File: config.mk
export PLATFORM = sky130hd
export DESIGN_NAME = stb_capture_sequencer_flat
export DESIGN_NICKNAME = d
export VERILOG_FILES = /design/src/rtl/stb_capture_sequencer_if.sv /design/src/rtl/stb_capture_sequencer.sv /design/src/flat_wrapper.sv
export SDC_FILE = /design/constraint.sdc
export NUM_CORES = 1
export LEC_CHECK = 0
export CAP_MARGIN = 25
export CORE_MARGIN = 4
export CORE_UTILIZATION = 45
export CTS_CLUSTER_DIAMETER = 200
export DETAILED_ROUTE_END_ITERATION = 8
export GPL_TIMING_DRIVEN = 0
export PLACE_DENSITY = 0.9
export SLEW_MARGIN = 20
export SYNTH_ARGS = -nofsm -noshare
export SYNTH_HDL_FRONTEND = slang
export SYNTH_SLANG_ARGS = --single-unit
File: constraint.sdc
create_clock -name CLK_I -period 4.1 [get_ports CLK_I]
set_clock_uncertainty 0.2 [all_clocks]
set_input_delay 0.82 -clock CLK_I [delete_from_list [all_inputs] [get_ports CLK_I]]
set_output_delay 0.82 -clock CLK_I [all_outputs]
set_load 0.1 [all_outputs]
File: src/rtl/stb_capture_sequencer_if.sv
// Buffer-side and host-side ready/valid channels of the capture sequencer.
// master = sequencer, slave = trace buffer plus host stream.
interface stb_capture_sequencer_if #(
  parameter int CTRL_W = 8,
  parameter int STAT_W = 8,
  parameter int DATA_W = 32
);
  logic              CONTROL_VALID_O;
  logic              CONTROL_READY_I;
  logic [CTRL_W-1:0] CONTROL_O;
  logic              STATUS_VALID_I;
  logic              STATUS_READY_O;
  logic [STAT_W-1:0] STATUS_I;
  logic              DATA_VALID_I;
  logic              DATA_READY_O;
  logic [DATA_W-1:0] DATA_I;
  logic              HOST_VALID_O;
  logic              HOST_READY_I;
  logic [DATA_W-1:0] HOST_DATA_O;
  logic              HOST_LAST_O;

  modport master (
    output CONTROL_VALID_O, CONTROL_O,
    input  CONTROL_READY_I,
    input  STATUS_VALID_I, STATUS_I,
    output STATUS_READY_O,
    input  DATA_VALID_I, DATA_I,
    output DATA_READY_O,
    output HOST_VALID_O, HOST_DATA_O, HOST_LAST_O,
    input  HOST_READY_I
  );

  modport slave (
    input  CONTROL_VALID_O, CONTROL_O,
    output CONTROL_READY_I,
    output STATUS_VALID_I, STATUS_I,
    input  STATUS_READY_O,
    output DATA_VALID_I, DATA_I,
    input  DATA_READY_O,
    input  HOST_VALID_O, HOST_DATA_O, HOST_LAST_O,
    output HOST_READY_I
  );
endinterface

File: src/rtl/stb_capture_sequencer.sv
// Trace buffer capture sequencer: configure, wait for trigger,
// drain a fixed word count to the host stream.
module stb_capture_sequencer #(
  parameter int CTRL_W     = 8,
  parameter int STAT_W     = 8,
  parameter int DATA_W     = 32,
  parameter int READ_WORDS = 64,
  parameter int TRG_BIT    = 0,
  parameter int TIMEOUT    = 0
) (
  input  logic              CLK_I,
  input  logic              RST_I,
  input  logic              START_I,
  input  logic [CTRL_W-1:0] CONFIG_I,
  input  logic              ABORT_I,
  output logic              BUSY_O,
  output logic              DONE_O,
  output logic              ERROR_O,
  output logic [STAT_W-1:0] LAST_STATUS_O,
  stb_capture_sequencer_if.master bus
);

  localparam int WT = $clog2(READ_WORDS + 1);
  localparam int WW = (TIMEOUT > 0) ? $clog2(TIMEOUT + 1) : 1;

  localparam logic [WT-1:0] RW_CNT = WT'(READ_WORDS);
  localparam logic [WT-1:0] RW_LAST = WT'(READ_WORDS - 1);
  localparam logic [WW-1:0] TO_LAST =
    (TIMEOUT > 0) ? WW'(TIMEOUT - 1) : '0;

  typedef enum logic [2:0] {
    S_IDLE,
    S_CONFIG,
    S_WAIT_TRG,
    S_DRAIN,
    S_FINISH
  } state_t;

  state_t        state;
  logic [WT-1:0] words_taken;
  logic [WW-1:0] wait_cnt;

  logic ctrl_hs;
  logic stat_hs;
  logic data_hs;
  logic host_hs;
  logic trig;

  assign ctrl_hs = bus.CONTROL_VALID_O & bus.CONTROL_READY_I;
  assign stat_hs = bus.STATUS_VALID_I & bus.STATUS_READY_O;
  assign data_hs = bus.DATA_VALID_I & bus.DATA_READY_O;
  assign host_hs = bus.HOST_VALID_O & bus.HOST_READY_I;
  assign trig    = stat_hs & bus.STATUS_I[TRG_BIT];

  // Only unregistered output: lets a word move every cycle.
  assign bus.DATA_READY_O = (state == S_DRAIN)
    & (~bus.HOST_VALID_O | bus.HOST_READY_I)
    & (words_taken < RW_CNT);

  always_ff @(posedge CLK_I or posedge RST_I) begin
    if (RST_I) begin
      state              <= S_IDLE;
      BUSY_O             <= 1'b0;
      DONE_O             <= 1'b0;
      ERROR_O            <= 1'b0;
      LAST_STATUS_O      <= '0;
      bus.CONTROL_VALID_O <= 1'b0;
      bus.CONTROL_O      <= '0;
      bus.STATUS_READY_O <= 1'b1;
      bus.HOST_VALID_O   <= 1'b0;
      bus.HOST_DATA_O    <= '0;
      bus.HOST_LAST_O    <= 1'b0;
      words_taken        <= '0;
      wait_cnt           <= '0;
    end else begin
      DONE_O             <= 1'b0;
      bus.STATUS_READY_O <= 1'b1;
      if (stat_hs)
        LAST_STATUS_O <= bus.STATUS_I;
      if (ABORT_I && state != S_IDLE) begin
        state               <= S_IDLE;
        BUSY_O              <= 1'b0;
        bus.CONTROL_VALID_O <= 1'b0;
        bus.HOST_VALID_O    <= 1'b0;
        bus.HOST_DATA_O     <= '0;
        bus.HOST_LAST_O     <= 1'b0;
      end else begin
        unique case (state)
          S_IDLE: begin
            if (START_I && !ABORT_I) begin
              state               <= S_CONFIG;
              BUSY_O              <= 1'b1;
              ERROR_O             <= 1'b0;
              bus.CONTROL_O       <= CONFIG_I;
              bus.CONTROL_VALID_O <= 1'b1;
              words_taken         <= '0;
              wait_cnt            <= '0;
            end
          end
          S_CONFIG: begin
            if (ctrl_hs) begin
              bus.CONTROL_VALID_O <= 1'b0;
              state               <= S_WAIT_TRG;
            end
          end
          S_WAIT_TRG: begin
            if (trig) begin
              state       <= S_DRAIN;
              words_taken <= '0;
            end else if (TIMEOUT > 0 && wait_cnt == TO_LAST) begin
              ERROR_O <= 1'b1;
              BUSY_O  <= 1'b0;
              state   <= S_IDLE;
            end else if (wait_cnt != TO_LAST) begin
              wait_cnt <= wait_cnt + 1'b1;
            end
          end
          S_DRAIN: begin
            // A new word and a last-word drain never coincide:
            // the last load already exhausts words_taken.
            if (data_hs) begin
              bus.HOST_VALID_O <= 1'b1;
              bus.HOST_DATA_O  <= bus.DATA_I;
              bus.HOST_LAST_O  <= (words_taken == RW_LAST);
              words_taken      <= words_taken + 1'b1;
            end else if (host_hs) begin
              bus.HOST_VALID_O <= 1'b0;
              if (bus.HOST_LAST_O) begin
                state  <= S_FINISH;
                DONE_O <= 1'b1;
              end
            end
          end
          S_FINISH: begin
            state  <= S_IDLE;
            BUSY_O <= 1'b0;
          end
          default: begin
            state  <= S_IDLE;
            BUSY_O <= 1'b0;
          end
        endcase
      end
    end
  end

endmodule
File: src/flat_wrapper.sv
// flat-port wrapper written by rule: the top's interface ports become plain ports
module stb_capture_sequencer_flat 
#(
  parameter int CTRL_W     = 8,
  parameter int STAT_W     = 8,
  parameter int DATA_W     = 32,
  parameter int READ_WORDS = 64,
  parameter int TRG_BIT    = 0,
  parameter int TIMEOUT    = 0
)
  (CLK_I, RST_I, START_I, CONFIG_I, ABORT_I, BUSY_O, DONE_O, ERROR_O, LAST_STATUS_O, bus_CONTROL_VALID_O, bus_CONTROL_O, bus_CONTROL_READY_I, bus_STATUS_VALID_I, bus_STATUS_I, bus_STATUS_READY_O, bus_DATA_VALID_I, bus_DATA_I, bus_DATA_READY_O, bus_HOST_VALID_O, bus_HOST_DATA_O, bus_HOST_LAST_O, bus_HOST_READY_I);
  stb_capture_sequencer_if #(.CTRL_W(CTRL_W), .STAT_W(STAT_W), .DATA_W(DATA_W)) bus_i ();
  input  logic CLK_I;
  input  logic RST_I;
  input  logic START_I;
  input  logic [CTRL_W-1:0] CONFIG_I;
  input  logic ABORT_I;
  output logic BUSY_O;
  output logic DONE_O;
  output logic ERROR_O;
  output logic [STAT_W-1:0] LAST_STATUS_O;
  output wire logic [$bits(bus_i.CONTROL_VALID_O)-1:0] bus_CONTROL_VALID_O;
  output wire logic [$bits(bus_i.CONTROL_O)-1:0] bus_CONTROL_O;
  input wire logic [$bits(bus_i.CONTROL_READY_I)-1:0] bus_CONTROL_READY_I;
  input wire logic [$bits(bus_i.STATUS_VALID_I)-1:0] bus_STATUS_VALID_I;
  input wire logic [$bits(bus_i.STATUS_I)-1:0] bus_STATUS_I;
  output wire logic [$bits(bus_i.STATUS_READY_O)-1:0] bus_STATUS_READY_O;
  input wire logic [$bits(bus_i.DATA_VALID_I)-1:0] bus_DATA_VALID_I;
  input wire logic [$bits(bus_i.DATA_I)-1:0] bus_DATA_I;
  output wire logic [$bits(bus_i.DATA_READY_O)-1:0] bus_DATA_READY_O;
  output wire logic [$bits(bus_i.HOST_VALID_O)-1:0] bus_HOST_VALID_O;
  output wire logic [$bits(bus_i.HOST_DATA_O)-1:0] bus_HOST_DATA_O;
  output wire logic [$bits(bus_i.HOST_LAST_O)-1:0] bus_HOST_LAST_O;
  input wire logic [$bits(bus_i.HOST_READY_I)-1:0] bus_HOST_READY_I;
  assign bus_CONTROL_VALID_O = bus_i.CONTROL_VALID_O;
  assign bus_CONTROL_O = bus_i.CONTROL_O;
  assign bus_i.CONTROL_READY_I = bus_CONTROL_READY_I;
  assign bus_i.STATUS_VALID_I = bus_STATUS_VALID_I;
  assign bus_i.STATUS_I = bus_STATUS_I;
  assign bus_STATUS_READY_O = bus_i.STATUS_READY_O;
  assign bus_i.DATA_VALID_I = bus_DATA_VALID_I;
  assign bus_i.DATA_I = bus_DATA_I;
  assign bus_DATA_READY_O = bus_i.DATA_READY_O;
  assign bus_HOST_VALID_O = bus_i.HOST_VALID_O;
  assign bus_HOST_DATA_O = bus_i.HOST_DATA_O;
  assign bus_HOST_LAST_O = bus_i.HOST_LAST_O;
  assign bus_i.HOST_READY_I = bus_HOST_READY_I;
  stb_capture_sequencer #(.CTRL_W(CTRL_W), .STAT_W(STAT_W), .DATA_W(DATA_W), .READ_WORDS(READ_WORDS), .TRG_BIT(TRG_BIT), .TIMEOUT(TIMEOUT)) u_core (.CLK_I(CLK_I), .RST_I(RST_I), .START_I(START_I), .CONFIG_I(CONFIG_I), .ABORT_I(ABORT_I), .BUSY_O(BUSY_O), .DONE_O(DONE_O), .ERROR_O(ERROR_O), .LAST_STATUS_O(LAST_STATUS_O), .bus(bus_i));
endmodule
==> out/metrics.csv <==
stage,metric,value,unit
run_status,run status,completed,
clock_tree,worst skew pair latency,320,ps
layout,Layout area overhead,52.9,%
placement,port buffer count,108,
placement,DPL Wire Length,5.00,mm
worst_setup_path,most frequent CP cell,clkdlybuf4s50_1,
placement,Routability Congestion,0.783,
sta,setup TNS,0,ps
sta,worst-margin pin slew,1010,ps
worst_setup_path,Setup crit start kind,input port,
global_route,largest net degree at the start of global routing,35,
floorplanning,Boundary Pins,112,
global_route,GRT overflow,0,
clock_tree,H-tree lvl count,3,
sta,Setup-failing EPs final,0,
worst_setup_path,"Cell Chain, Critical Path",clkdlybuf4s50_1 > nor2b_1 > nor3_2 > clkdlybuf4s50_1,
floorplanning,die area,6970,um^2
worst_setup_path,reg2reg path depth,6,
placement,Setup WS pre-CTS,351,ps
min_path,Hold Crit Class,reg2reg,
logic_synthesis,sequential area share after synthesis,61.5,%
clock_tree,TritonCTS clock tree,built,
layout,share of cells above drive strength 1,16.0,%
worst_setup_path,CP max stage delay,1160,ps
worst_setup_path,CP endpoint kind,output port,
worst_setup_path,CP max-delay cell,clkdlybuf4s50_1,
power,peak supply drop,531,uV
sta,Worst Slack Setup Final,343,ps
floorplanning,Initial Utilization,46.5,%
global_route,first-pass GRT wire length,11.3,mm
logic_synthesis,Post-Syn Area,2560,um^2
clock_tree,setup bufs post-CTS,0,
detailed_routing,Via-to-Cell Ratio,5.31,
logic_synthesis,Synth area leader,dfrtp_1,
detailed_routing,DR iter-0 viols,130,
logic_synthesis,Post-Syn Area per Cell,13.2,um^2
clock_tree,Worst-path clk slew,70,ps
worst_setup_path,kind of critical path,in2out,
sta,Final Cycle Share,91.6,%
floorplanning,core area,5510,um^2
sta,RSZ-0062 raised after global routing,false,
floorplanning,FP Rows,27,
power,Pwr per Cell Area,465,nW/um^2
logic_synthesis,Area contributors post-synth,"dfrtp_1 (62%), a22o_1 (11%), mux2_2 (7.0%)",
worst_setup_path,crit-path max FO,5,
clock_tree,cts bufs inserted,9,
worst_setup_path,Worst EP required,3080,ps
min_path,Hold Startpoint,u_core.bus.HOST_DATA_O[18]$_DFFE_PP0P_,
worst_setup_path,Critical Path AT,2740,ps
global_route,antenna violations before repair,0,
global_route,total track usage,20.2,%
clock_tree,clock root cell,clkbuf_8,
sta,FMAX,266,MHz
logic_synthesis,Ys Warns,0,
power,Leakage,1.73,nW
detailed_routing,WL final,6.82,mm
layout,final core utilization,71.1,%
sta,minimum clock period,3760,ps
layout,post-layout net count,371,
layout,fillers,394,
logic_synthesis,"FF+latch count, synth",63,
global_route,vias in the first global route,2309,
logic_synthesis,share of Yosys cell area claimed by the top area cell type,61.5,%
detailed_routing,1st-pass router iterations,4,
worst_setup_path,Critical path origin,bus_HOST_READY_I,
sta,fin. max-slew vios,0,
detailed_routing,Post-route DRC,0,
flow_run,MaxCap Viol Count,0,
min_path,end of the worst hold path,u_core.bus.HOST_DATA_O[18]$_DFFE_PP0P_,
worst_setup_path,reg2reg start,u_core.state[1]$_DFFE_PP0P_,
detailed_routing,vias,2078,
logic_synthesis,Synth Instances,194,
clock_tree,hold_buf cts,0,
logic_synthesis,Synth cell types,39,
layout,Ant. Diodes,0,
detailed_routing,post-route antenna net violation count,0,
clock_tree,clock sink total,63,
min_path,worst hold path stage count,1,
sta,Slew Limit Headroom,32.5,%
worst_setup_path,worst reg2reg setup slack,1940,ps
detailed_routing,routed len/inst,17.4,um
floorplanning,chip height,83.5,um
logic_synthesis,post-synth net total,251,
sta,Hold Worst Slack,303,ps
worst_setup_path,reg-to-reg endpoint,u_core.bus.HOST_DATA_O[21]$_DFFE_PP0P_,
sta,final hold vios,0,
floorplanning,die width,83.5,um
clock_tree,CTS resizes,0,
clock_tree,Max clock buf depth,2,
-- synthesized netlist by cell type --
cell	count
a211o_1	1
a21boi_0	2
a21o_1	2
a21oi_1	4
a22o_1	33
a22oi_1	2
a2bb2oi_1	1
a311o_1	1
a31o_2	2
a31oi_1	4
a41oi_1	1
and2_1	1
and3_1	3
buf_2	6
buf_4	2
buf_6	2
clkbuf_1	2
conb_1	2
dfrtp_1	63
ha_1	1
inv_1	2
inv_2	1
mux2_2	16
nand2_1	7
nand2b_1	2
nand3_1	3
nand3b_1	1
nand3b_2	1
nand4_1	1
nor2_1	5
nor2b_1	5
nor3_1	4
nor3_2	1
nor4_4	1
o21ai_0	3
o32a_1	1
or2_2	1
or3_1	3
or4_4	1
-- where the power goes --
group / internal, mW / leakage (nW) / switching [mW]
logic: 0.186 / 0.810 / 0.474
clock network: 0.214 / 0.0866 / 0.231
registers: 0.677 / 0.835 / 0.0393
total: 1.08 / 1.73 / 0.744
-- cell usage in the layout (no fill, tap or decap), types with 5 or more instances in the layout --
cell             instances
clkdlybuf4s50_1        108
dfrtp_1                 63
a22o_1                  33
mux2_2                  16
clkbuf_8                 9
nand2_1                  7
buf_2                    6
nor2b_1                  5
nor2_1                   5
clkinv_2                 5
-- area by class of cell --
class / count / area [um^2] / share of cell area [%]
clock buffer: 11 / 131 / 3.35
inverter: 3 / 13.8 / 0.351
multi-input combinational: 116 / 905 / 23.1
clock inverter: 5 / 25.0 / 0.639
sequential: 63 / 1580 / 40.2
buffer: 12 / 75.1 / 1.92
tap: 72 / 90.1 / 2.30
timing repair buffer: 109 / 1100 / 28.1
-- critical path, delay by kind of cell --
kind | cells | cell delay [ps]
and+or+nand+nor | 2 | 260
buffers and inverters | 2 | 1660
-- sequential cells by signal, summed over array words and instances (netlist names) --
register,cells
u_core.bus.HOST_DATA_O,32
u_core.LAST_STATUS_O,8
u_core.bus.CONTROL_O,8
u_core.words_taken,7
u_core.state,3
u_core.BUSY_O,1
u_core.DONE_O,1
u_core.bus.CONTROL_VALID_O,1
u_core.bus.HOST_LAST_O,1
u_core.bus.HOST_VALID_O,1
-- metal layers --
layer	routed length [um]	GRT usage, %	up-vias
li1	-	-	964
met1	2710	23.6	1026
met2	3540	34.9	78
met3	456	5.82	10
met4	110	7.89	0
met5	0	0	-
-- stage by stage --
step,instances,total power [mW],instance area (um^2)
after floorplan,194,1.19,2570
after global placement,374,1.37,3740
after detailed placement,375,1.39,3760
after CTS,391,1.83,3920
after global routing,391,1.89,3920
final,391,1.82,3920
-- worst max path at each step --
stage,cells past startpoint,to
floorplan,2,bus_DATA_READY_O
global placement,4,bus_DATA_READY_O
detailed placement,4,bus_DATA_READY_O
CTS,4,bus_DATA_READY_O
global route,4,bus_DATA_READY_O
finish,4,bus_DATA_READY_O
-- cell families (layout without fill, tap and decap cells) --
family                   after synthesis  in the layout  share of synthesized area (%)
flip-flops                            63             63                           61.5
AO/OA/AOI/OAI                         57             57                           17.9
AND/OR/NAND/NOR                       40             40                           9.42
multiplexers                          16             16                           7.03
buffers and inverters                 15            140                           3.37
other                                  2              2                          0.293
adder cells (fa/ha/maj)                1              1                          0.488
No activity file was read; power rests on OpenSTA's default activity.
==> RTL edit (config.mk and constraints unchanged) <==
Put one more register stage on the output `LAST_STATUS_O`. The value now appears one clock later. The other outputs are not delayed to match.
--- a/src/rtl/stb_capture_sequencer.sv
+++ b/src/rtl/stb_capture_sequencer.sv
@@ -38,2 +38,4 @@
 
+  logic [STAT_W-1:0] LAST_STATUS_O_s0;
+
   state_t        state;
@@ -65,3 +67,3 @@
       ERROR_O            <= 1'b0;
-      LAST_STATUS_O      <= '0;
+      LAST_STATUS_O_s0   <= '0;
       bus.CONTROL_VALID_O <= 1'b0;
@@ -78,3 +80,3 @@
       if (stat_hs)
-        LAST_STATUS_O <= bus.STATUS_I;
+        LAST_STATUS_O_s0 <= bus.STATUS_I;
       if (ABORT_I && state != S_IDLE) begin
@@ -146,2 +148,6 @@
 
+  always_ff @(posedge CLK_I) begin
+    LAST_STATUS_O <= LAST_STATUS_O_s0;
+  end
+
 endmodule
Behaviour: not the same (a bounded check fails within 4 cycles, from zero or initial values and one cycle with RST_I high).
==> RTL edit against the unedited design <==
- sequential cell count up 8
- cell count up 2.8%
- design area up 6.3%
- critical endpoint unchanged
- routed wire length down 0.32%
- clock power up 11%
- largest power group unchanged
- first-iteration DRC count up 21%
- highest routed layer unchanged
- power up 14%
- die area up 7.8%
- synthesized area up 8.6%
- critical path depth unchanged
- setup slack better by 130 ps
==> RTL edit: results (changes against the unedited design) <==
Most common library cells after synthesis: 63 x dfrtp_1, 29 x a22o_1, 17 x mux2_2 (was 63 x dfrtp_1, 33 x a22o_1, 16 x mux2_2)
Routability cong.: 0.866 (was 0.783)
Top cells by area, synth: dfrtp_1 57%, a22o_1 9.1%, mux2_2 6.9%, dfxtp_1 5.8%, buf_6 3.2% (was dfrtp_1 62%, a22o_1 11%, mux2_2 7.0%, nor2b_1 1.2%, buf_2 1.2%)
Gr usage total: 18.3% (was 20.2%)
Reg-to-reg slack, setup: 2270 ps (was 1940 ps)
Crit path DAT: 2600 ps (was 2740 ps)
Fraction of layout cells with a size suffix above 1: 17.4% (was 16.0%)
DRT iter0 DRCs: 157 (was 130)
Worst Tran Pin Value: 1000 ps (was 1010 ps)
IO Port Bufs: 107 (was 108)
Hold path depth: 0 (was 1)
Largest net degree at the start of global routing: 50 (was 35)
Mux share of post-synthesis cell area: 6.88% (was 7.03%)
Dpl hpwl: 5050 um (was 5000 um)
Status: complete, no violations (unchanged)
Adder-cell share of the synthesized area: 0.449% (was 0.488%)
Worst Hold Endpoint: u_core.LAST_STATUS_O[5] (was u_core.bus.HOST_DATA_O[18])
Critical path fanouts, max: 7 (was 5)
Fill cell count: 402 (was 394)
Leakage: 1.87 nW (was 1.73 nW)
Compound-gate portion of the synthesized area: 17.5% (was 17.9%)
Crit path largest cell delay: 760 ps (was 1160 ps)
First-pass detailed-route iteration total: 4 (unchanged)
First-pass GRT wire length: 10500 um (was 11300 um)
Reg2reg end: u_core.bus.HOST_DATA_O[19] (was u_core.bus.HOST_DATA_O[21])
Min cycle time layout: 3620 ps (was 3760 ps)
Max stage delay cell, worst path: dlymetal6s2s_1 (was clkdlybuf4s50_1)
Placed cell count: 386 (was 375)
Syn Nets: 260 (was 251)
Nets: 379 (was 371)
Proportion of synthesized chip area in sequential cells: 62.4% (was 61.5%)
Tightest hold margin: 167 ps (was 303 ps)
Final Instance Count excl. Fillers: 402 (was 391)
Vias: 2117 (was 2078)
Netlist cell types: 41 (was 39)
Worst vdd ir: 0.000417 V (was 0.000531 V)
RTL edit: cell types whose count changed in the layout (fill, tap and decap cells not counted), moves of 4 or more:
cell,delta
dfxtp_1,+8
buf_6,+6
o21ai_0,+6
a22o_1,-4
a22o_2,+4
clkinv_2,-4
RTL edit: layer usage:
layer,GRT usage [%],wire (um)
met1,24.2,2810
met2,29.1,3310
met3,5.61,583
met4,5.52,95
met5,0,0
RTL edit: power breakdown:
part	total [mW]	switching (mW)	internal, mW	leakage (nW)
sequential	0.804	0.0359	0.768	0.903
combinational	0.773	0.555	0.217	0.885
clock	0.494	0.242	0.252	0.0857
total	2.07	0.833	1.24	1.87
RTL edit: layout make-up:
type                            instances  area, um2  share of cell area [%]
Clock inverter                          3       20.0                   0.481
Tap cell                               75       93.8                    2.25
Timing Repair Buffer                  108       1100                    26.4
Buffer                                 15        133                    3.18
Multi-Input combinational cell        112        901                    21.6
Sequential cell                        71       1740                    41.7
Clock buffer                           13        159                    3.81
Inverter                                5       21.3                   0.511
